<file path="src/rtl/reg_file_wb.sv">
// reg_file_wb: RV32I integer register file with write-first bypass
// and a per-register load-pending scoreboard for load-use stalls.
module reg_file_wb #(
  parameter  int XLEN = 32,
  parameter  int NREG = 32,
  localparam int AW   = $clog2(NREG),
  localparam int CW   = $clog2(NREG + 1)
) (
  input  logic            clk,
  input  logic            rst_n,
  input  logic [AW-1:0]   rs1_addr,
  input  logic [AW-1:0]   rs2_addr,
  output logic [XLEN-1:0] rs1_data,
  output logic [XLEN-1:0] rs2_data,
  input  logic            wb_en,
  input  logic [AW-1:0]   wb_addr,
  input  logic [XLEN-1:0] wb_data,
  input  logic            ld_issue,
  input  logic [AW-1:0]   ld_rd,
  input  logic            wb_is_load,
  output logic            rs1_pending,
  output logic            rs2_pending,
  output logic [CW-1:0]   pending_cnt
);

  logic [XLEN-1:0] regs [NREG];
  logic [NREG-1:0] pend;
  logic [NREG-1:0] pend_nxt;
  logic [CW-1:0]   cnt_nxt;
  logic            wb_we;
  logic            pend_set;
  logic            pend_clr;
  logic            rs1_hit;
  logic            rs2_hit;
  logic            rs1_zero;
  logic            rs2_zero;
  logic            rs1_mask;
  logic            rs2_mask;

  assign wb_we    = wb_en & (wb_addr != '0);
  assign pend_set = ld_issue & (ld_rd != '0);
  assign pend_clr = wb_we & wb_is_load;

  assign rs1_zero = (rs1_addr == '0);
  assign rs2_zero = (rs2_addr == '0);
  assign rs1_hit  = wb_we & (wb_addr == rs1_addr);
  assign rs2_hit  = wb_we & (wb_addr == rs2_addr);

  // Register array: x0 is never written, so it stays zero.
  always_ff @(posedge clk or negedge rst_n) begin
    if (!rst_n) begin
      for (int i = 0; i < NREG; i++) begin
        regs[i] <= '0;
      end
    end else if (wb_we) begin
      regs[wb_addr] <= wb_data;
    end
  end

  // Read port 1: x0 reads zero, same-cycle write-back wins over array.
  always_comb begin
    rs1_data = regs[rs1_addr];
    unique case (1'b1)
      rs1_zero: rs1_data = '0;
      rs1_hit:  rs1_data = wb_data;
      default:  rs1_data = regs[rs1_addr];
    endcase
  end

  // Read port 2: same rules, independent of port 1.
  always_comb begin
    rs2_data = regs[rs2_addr];
    unique case (1'b1)
      rs2_zero: rs2_data = '0;
      rs2_hit:  rs2_data = wb_data;
      default:  rs2_data = regs[rs2_addr];
    endcase
  end

  // Next pending vector: clear first so a younger load's set wins.
  always_comb begin
    pend_nxt = pend;
    if (pend_clr) begin
      pend_nxt[wb_addr] = 1'b0;
    end
    if (pend_set) begin
      pend_nxt[ld_rd] = 1'b1;
    end
    pend_nxt[0] = 1'b0;
  end

  // Population count of the next pending vector.
  always_comb begin
    cnt_nxt = '0;
    for (int i = 0; i < NREG; i++) begin
      cnt_nxt = cnt_nxt + CW'(pend_nxt[i]);
    end
  end

  // Scoreboard and its count advance together.
  always_ff @(posedge clk or negedge rst_n) begin
    if (!rst_n) begin
      pend        <= '0;
      pending_cnt <= '0;
    end else begin
      pend        <= pend_nxt;
      pending_cnt <= cnt_nxt;
    end
  end

  // A load completing this cycle is already bypassed, so it must not stall.
  assign rs1_mask    = wb_en & wb_is_load & (wb_addr == rs1_addr);
  assign rs2_mask    = wb_en & wb_is_load & (wb_addr == rs2_addr);
  assign rs1_pending = pend[rs1_addr] & ~rs1_mask;
  assign rs2_pending = pend[rs2_addr] & ~rs2_mask;

endmodule

</file>
<file path="config.mk">
export PLATFORM = sky130hd
export DESIGN_NAME = reg_file_wb
export DESIGN_NICKNAME = d
export VERILOG_FILES = /design/src/rtl/reg_file_wb.sv
export SDC_FILE = /design/constraint.sdc
export NUM_CORES = 2
export LEC_CHECK = 0
export CAP_MARGIN = 0
export CORE_ASPECT_RATIO = 0.6
export CORE_MARGIN = 2
export CORE_UTILIZATION = 45
export CTS_CLUSTER_SIZE = 24
export DETAILED_ROUTE_END_ITERATION = 7
export PLACE_DENSITY = 0.63
export SYNTH_ARGS = -nofsm -noshare
export SYNTH_HDL_FRONTEND = slang
export SYNTH_SLANG_ARGS = --single-unit
export TNS_END_PERCENT = 30
</file>
<file path="constraint.sdc">
create_clock -name clk -period 5.6 [get_ports clk]
set_input_delay 1.12 -clock clk [delete_from_list [all_inputs] [get_ports clk]]
set_output_delay 1.12 -clock clk [all_outputs]
set_load 0.02 [all_outputs]
</file>
# Word-level counts from Yosys, hierarchy flattened
# Cells that the tools add are included.
[totals] out_inout_bits=72 word_cells=122 ff_bits=1061 input_bits=57
[op_classes] bitwise_logic=18 reduce_logical=7 order_cmp=10 eq_ne=2 add_sub_neg=30 n_mux=21
[op_table] cell="$bwmux W1024" count=1
[op_table] cell="$bmux W32 S5" count=2
[op_table] cell="$mux W32" count=7
[op_table] cell="$demux W32 S5" count=1
[op_table] cell="$add A6 B1 Y6" count=25
[op_table] cell="$pmux W32 S2" count=2
[op_table] cell="$and A32 B32 Y32" count=1
[op_table] cell="$not A32 Y32" count=1
[op_table] cell="$or A32 B32 Y32" count=1
[op_table] cell="$lt A5 B6 Y1 const B" count=4
[op_table] cell="$ge A6 B6 Y1 const B" count=3
[op_table] cell="$not A5 Y6" count=3
[op_table] cell="$and A1 B1 Y1" count=10
[op_table] cell="$bmux W1 S5" count=2
[op_table] cell="$demux W1 S5" count=2
[op_table] cell="$eq A5 B5 Y1" count=2
[op_table] cell="$ge A5 B1 Y1 const B" count=2
[op_table] cell="$logic_not A5 Y1" count=2
[op_table] cell="$reduce_bool A5 Y1" count=2
[op_table] cell="$add A5 B1 Y6" count=1
[op_table] cell="$lt A6 B1 Y1 const B" count=1
[op_table] cell="$add A4 B1 Y5" count=1
[op_table] cell="$add A3 B1 Y4" count=1
[op_table] cell="$mux W1" count=4
[op_table] cell="other kinds (4)" count=7

# Depth between registers and ports, before layout
[logic_depth] ltp_word=39 mapped_depth=23 mapped_depth_nobuf=21

# Least setup slack after synthesis
# No wires, ideal clock.
[synth_path] path_kind="input to register" from="input port wb_addr[4]" to="register pending_cnt[4]" arrival_ns=6.746 path_buffers=2 slack_ns=-1.225 setup_time_ns=0.080 required_ns=5.520 stages=19 cell_sequence="buf_4 > nor3b_1 > nand2_1 > clkbuf_1 > o21ai_0 > nand2_1 > fa_1 > inv_1 > fa_1 > fa_1 > inv_1 > fa_1 > fa_1 > fa_1 > fa_1 > fa_1 > a21o_1 > a21oi_1 > xnor2_1"
[synth_via] word_cells_on_any_way=43 classes_between="30 x add/sub; 2 x order compare; 4 x mux; 5 x bitwise; 2 x reduce/logical"
[synth_rtl] item="start, declared" line_no="16" text="input logic [AW-1:0] wb_addr,"
[synth_rtl] item="$lt A5 B6 Y1 (not written as such) or $ge A5 B1 Y1 (tied branches)" line_no="84" text="pend_nxt[wb_addr] = 1'b0;"
[synth_rtl] item="$logic_and A1 B1 Y1 (not written as such)" line_no="84"
[synth_rtl] item="$mux W1 (not written as such)" line_no="84"
[synth_rtl] item="$demux W1 S5" line_no="84"
[synth_rtl] item="$not A32 Y32 (no line)"
[synth_rtl] item="$and A32 B32 Y32 (no line)"
[synth_rtl] item="$mux W32 (*)" line_no="83" text="if (pend_clr) begin"
[synth_rtl] item="$or A32 B32 Y32 (no line)"
[synth_rtl] item="$mux W32 (*)" line_no="86" text="if (pend_set) begin"
[synth_rtl] item="via pend_nxt[10]" line_no="28" text="logic [NREG-1:0] pend_nxt;"
[synth_rtl] item="$add A6 B1 Y6 (*) (22 in series)" line_no="96" text="cnt_nxt = cnt_nxt + CW'(pend_nxt[i]);"
[synth_rtl] item="via cnt_nxt[4]" line_no="29" text="logic [CW-1:0] cnt_nxt;"
[synth_rtl] item="end signal, assigned" line_no="107" text="pending_cnt <= cnt_nxt;"
[synth_rtl] item="end, declared" line_no="23" text="output logic [CW-1:0] pending_cnt"
# Mark *: on every way through the listed nets, which the timed path passes. The rest lies on a longest branch.
# A chain may end at the register's enable or synchronous reset.

# Worst setup path in the final report
[layout_path] from="input port wb_addr[2]" to="register pending_cnt[4]"
[layout_via] word_cells_on_any_way=43 classes_between="30 x add/sub; 2 x order compare; 4 x mux; 5 x bitwise; 2 x reduce/logical"
[layout_rtl] item="$lt A5 B6 Y1 (not written as such) or $ge A5 B1 Y1 (tied branches)" line_no="84"
[layout_rtl] item="$logic_and A1 B1 Y1 (not written as such)" line_no="84"
[layout_rtl] item="$mux W1 (not written as such)" line_no="84"
[layout_rtl] item="$demux W1 S5" line_no="84"
[layout_rtl] item="$not A32 Y32 (no line)"
[layout_rtl] item="$and A32 B32 Y32 (no line)"
[layout_rtl] item="$mux W32 (*)" line_no="83"
[layout_rtl] item="$or A32 B32 Y32 (no line)"
[layout_rtl] item="$mux W32 (*)" line_no="86"
[layout_rtl] item="via pend_nxt[24]" line_no="28"
[layout_rtl] item="$add A6 B1 Y6 (*) (8 in series)" line_no="96"
[layout_rtl] item="via cnt_nxt[4]" line_no="29"
# Marks and branches as above.

==> results.sh <==
export IMPL_hpwlAfterDp_um=133000
export IMPL_port_buffers=128
export IMPL_fin_crit_sh_pct=105
export IMPL_critical_path_max_stage_delay_ns=0.55
export IMPL_wl_per_cell_um=33.6
export IMPL_drt_iter0_drc=5469
export IMPL_status="finished, violations left"
export IMPL_path_buf_inv=4
export IMPL_muxShareOfSynthArea_pct=39.4
export IMPL_io_pins=129
export IMPL_end_kind="flop"
export IMPL_drv_cap=0
export IMPL_die_height_um=285
export IMPL_power_frac_comb_pct=32.6
export IMPL_cpMostUsedCell="fa_1"
export IMPL_synth_cells=4463
export IMPL_p_sw_w=0.00835
export IMPL_first_pass_iters=6
export IMPL_final_area_sq_mm=0.0678
export IMPL_grt_usage_pct=31.8
export IMPL_cts_root_buf="clkbuf_16"
export IMPL_ff2ff_path_depth=18
export IMPL_synth_compound_area_share_pct=6.64
export IMPL_final_nets=4687
export IMPL_yosys_area_top_type_share_pct=45.0
export IMPL_max_freq_ghz=0.170
export IMPL_final_layout_size_suffix_gt1_share_pct=42.6
export IMPL_num_rows=102
export IMPL_grt_pass1_wl_um=311000
export IMPL_ff2ff_setup_slack_ns=0.38
export IMPL_dpl_cell_area_sq_mm=0.0636
export IMPL_tightest_slew_ns=1.16
export IMPL_arrival_ns=6.53
export IMPL_die_area_sq_mm=0.134
export IMPL_required_ns=6.25
export IMPL_place_congestion=0.931
export IMPL_synth_top_area_cell="dfrtp_1"
export IMPL_synth_top_family_by_area="multiplexers"
export IMPL_dieWidth_um=472
export IMPL_intPower_w=0.0181
export IMPL_grt_pass1_vias=41600
export IMPL_min_path_type="input port to asynchronous set/reset pin"
export IMPL_fin_skew_ns=0.00731
export IMPL_via_per_inst=6.61
export IMPL_slew_viol_final=0
export IMPL_cp_slowest_cell="fa_1"
export IMPL_dp_worst_setup_slack_ns=-1.43
export IMPL_p_seq_share_pct=39.3
export IMPL_setup_ws_ns=-0.279
export IMPL_cts_hold_buffers=0
export IMPL_synth_cell_area_sq_mm=0.0590
export IMPL_overflow=0
export IMPL_fp_coreArea_sq_mm=0.130
export IMPL_antenna_found_initial=10
export IMPL_violations="negative setup slack"
export IMPL_cts_buffers=101
export IMPL_finalSetupTns_ns=-0.916
export IMPL_path_max_fanout=3
export IMPL_start_kind="input port"
export IMPL_clk_latency_ns=0.73
export IMPL_swShare_pct=31.5
export IMPL_layout_commonest_cell="dfrtp_1"
export IMPL_routed_wirelength_um=215000
export IMPL_clock_path_buffers=3
export IMPL_yosys_warnings=0
export IMPL_cts_tree="built"
export IMPL_hold_viol=0
export IMPL_slew_limit_headroom_pct=22.8
export IMPL_synthTopCellsByArea="dfrtp_1 (45%), mux2_2 (19%), mux4_2 (10%)"
export IMPL_rsz0062_at_grt="yes"
export IMPL_synth_distinct_cells=61
export IMPL_grt_max_degree=149
export IMPL_synth_edf_count=0
export IMPL_syn_area_per_cell_sq_um=13.2
export IMPL_synth_async_reset_ratio_pct=100
export IMPL_numClockSinks=1061
export IMPL_syn2layout_area_growth_pct=14.9
export IMPL_reg2reg_to="pending_cnt[4]$_DFF_PN0_"
export IMPL_antenna_left=0
export IMPL_route_detailed_drc=0
export IMPL_pwr_share_clk_pct=28.1
export IMPL_min_period_ns=5.88
export IMPL_layout_common_cells="dfrtp_1 (1061), mux2_2 (1016), mux2i_1 (540), buf_4 (326), mux4_2 (266)"
export IMPL_start_util_pct=45.6
export IMPL_vias=42300
export IMPL_critPathKind="input port to flop"
export IMPL_irDropWorstVdd_v=0.00110
export IMPL_whs_ns=0.398
export IMPL_syn_nets=4550
export IMPL_p_leak_nw=30.4
export IMPL_synthSimpleGateAreaFrac_pct=3.67
export IMPL_synthAdderAreaFrac_pct=0.929
export IMPL_ys_ff_latch=1061
export IMPL_clkSlewWorstSetupHoldPaths_ns=0.07
export IMPL_synth_flop_cell="dfrtp_1"
export IMPL_seq_area_frac_synth_pct=45.0
export IMPL_cp_cell_sequence="buf_12 > or3_4 > nand4_1 > buf_4 > o21ai_2 > o21ai_1 > inv_1 > fa_1 > fa_1 > fa_1 > inv_2 > fa_1 > fa_1 > fa_1 > fa_2 > fa_2 > a21o_1 > a21oi_2 > xnor2_1"
export IMPL_r2r_start="pend[12]$_DFF_PN0_"
export IMPL_cp_top_family="adder cells"
export IMPL_setup_viol=5
export IMPL_fillers=10900
export IMPL_htreeDepth=3
export IMPL_powerDensity_mw_per_mm2=390
export IMPL_synth_xor_area_share_pct=0.193
==> synthesized netlist by cell type (29+ instances only) <==
cell and number:
dfrtp_1 1061, mux2_2 1016, mux2i_1 540, mux4_2 266, clkbuf_1 228, nand2_1 189
a22oi_1 182, buf_2 151, a21oi_1 128, nand3_1 73, nor2_1 69, nor2b_1 49
inv_1 42, buf_1 38, buf_4 36, a211oi_1 35, o41ai_2 29
==> area by class of cell <==
| class | instances | area (sq um) | area share, % |
|---|---|---|---|
| clock buffer | 146 | 2970 | 4.38 |
| sequential | 1061 | 26600 | 39.1 |
| tap | 1716 | 2150 | 3.17 |
| timing repair buffer | 514 | 4950 | 7.30 |
| clock inverter | 40 | 548 | 0.808 |
| multi-input combinational | 2880 | 30500 | 45.0 |
| antenna | 5 | 12.5 | 0.0184 |
| inverter | 42 | 158 | 0.232 |
==> routing by layer <==
layer  wire [um]  up-vias  track usage, %
met4        6120        8            8.52
met3       23000      394            9.22
met2       88800     2346            44.0
met5         170        -           0.675
met1       97200    22500            48.1
li1            -    17000               -
==> power by group through the flow <==
stage	Clock, W	Combinational [W]	Sequential (W)
global placement	0	0.00803	0.0104
floorplan	0	0.00570	0.0101
global route	0.00785	0.00945	0.0106
CTS	0.00752	0.00854	0.0103
finish	0.00745	0.00863	0.0104
detailed placement	0	0.00808	0.0105
==> flip-flops by register name, indices dropped and copies added, names as in the netlist <==
| register | cells |
|---|---|
| pend | 31 |
| regs | 1024 |
| pending_cnt | 6 |
==> timing repair <==
item                                    in CTS  in global routing
buffers inserted                            47                 10
gates resized for setup                     80                 47
endpoints found under the setup margin       7                  6
gates cloned                                 0                  1
pin swaps                                   24                 19
==> logic make-up after synthesis <==
| logic type | after synthesis |
|---|---|
| and+or+nand+nor | 460 |
| xor gates and xnor gates | 13 |
| AOI/OAI and AO/OA | 526 |
| DFF | 1061 |
| muxes | 1851 |
| buffers and inverters | 522 |
| adders and majority gates | 30 |
==> how the worst max path moves through the flow <==
stage                           from                       end  slack, ns  cells past startpoint
after floorplan           wb_addr[3]  pending_cnt[4]$_DFF_PN0_      -0.68                     21
final                     wb_addr[2]  pending_cnt[4]$_DFF_PN0_      -0.28                     19
after global placement    wb_addr[4]  pending_cnt[4]$_DFF_PN0_      -1.40                     20
after CTS                 wb_addr[0]        pend[12]$_DFF_PN0_      -0.23                     43
after global routing      wb_addr[2]  pending_cnt[4]$_DFF_PN0_      -0.36                     19
after detailed placement  wb_addr[1]  pending_cnt[4]$_DFF_PN0_      -1.43                     19
==> per-stage QoR <==
stage | utilization (%) | std cells | total power (W)
3_5_place_dp | 49.1 | 6158 | 0.0185
5_1_grt | 52.4 | 6401 | 0.0279
4_1_cts | 52.2 | 6391 | 0.0264
6_report | 52.4 | 6404 | 0.0265
2_1_floorplan | - | 4463 | 0.0158
3_3_place_gp | 49.1 | 6158 | 0.0184
Power figures use the tool's default switching activity.
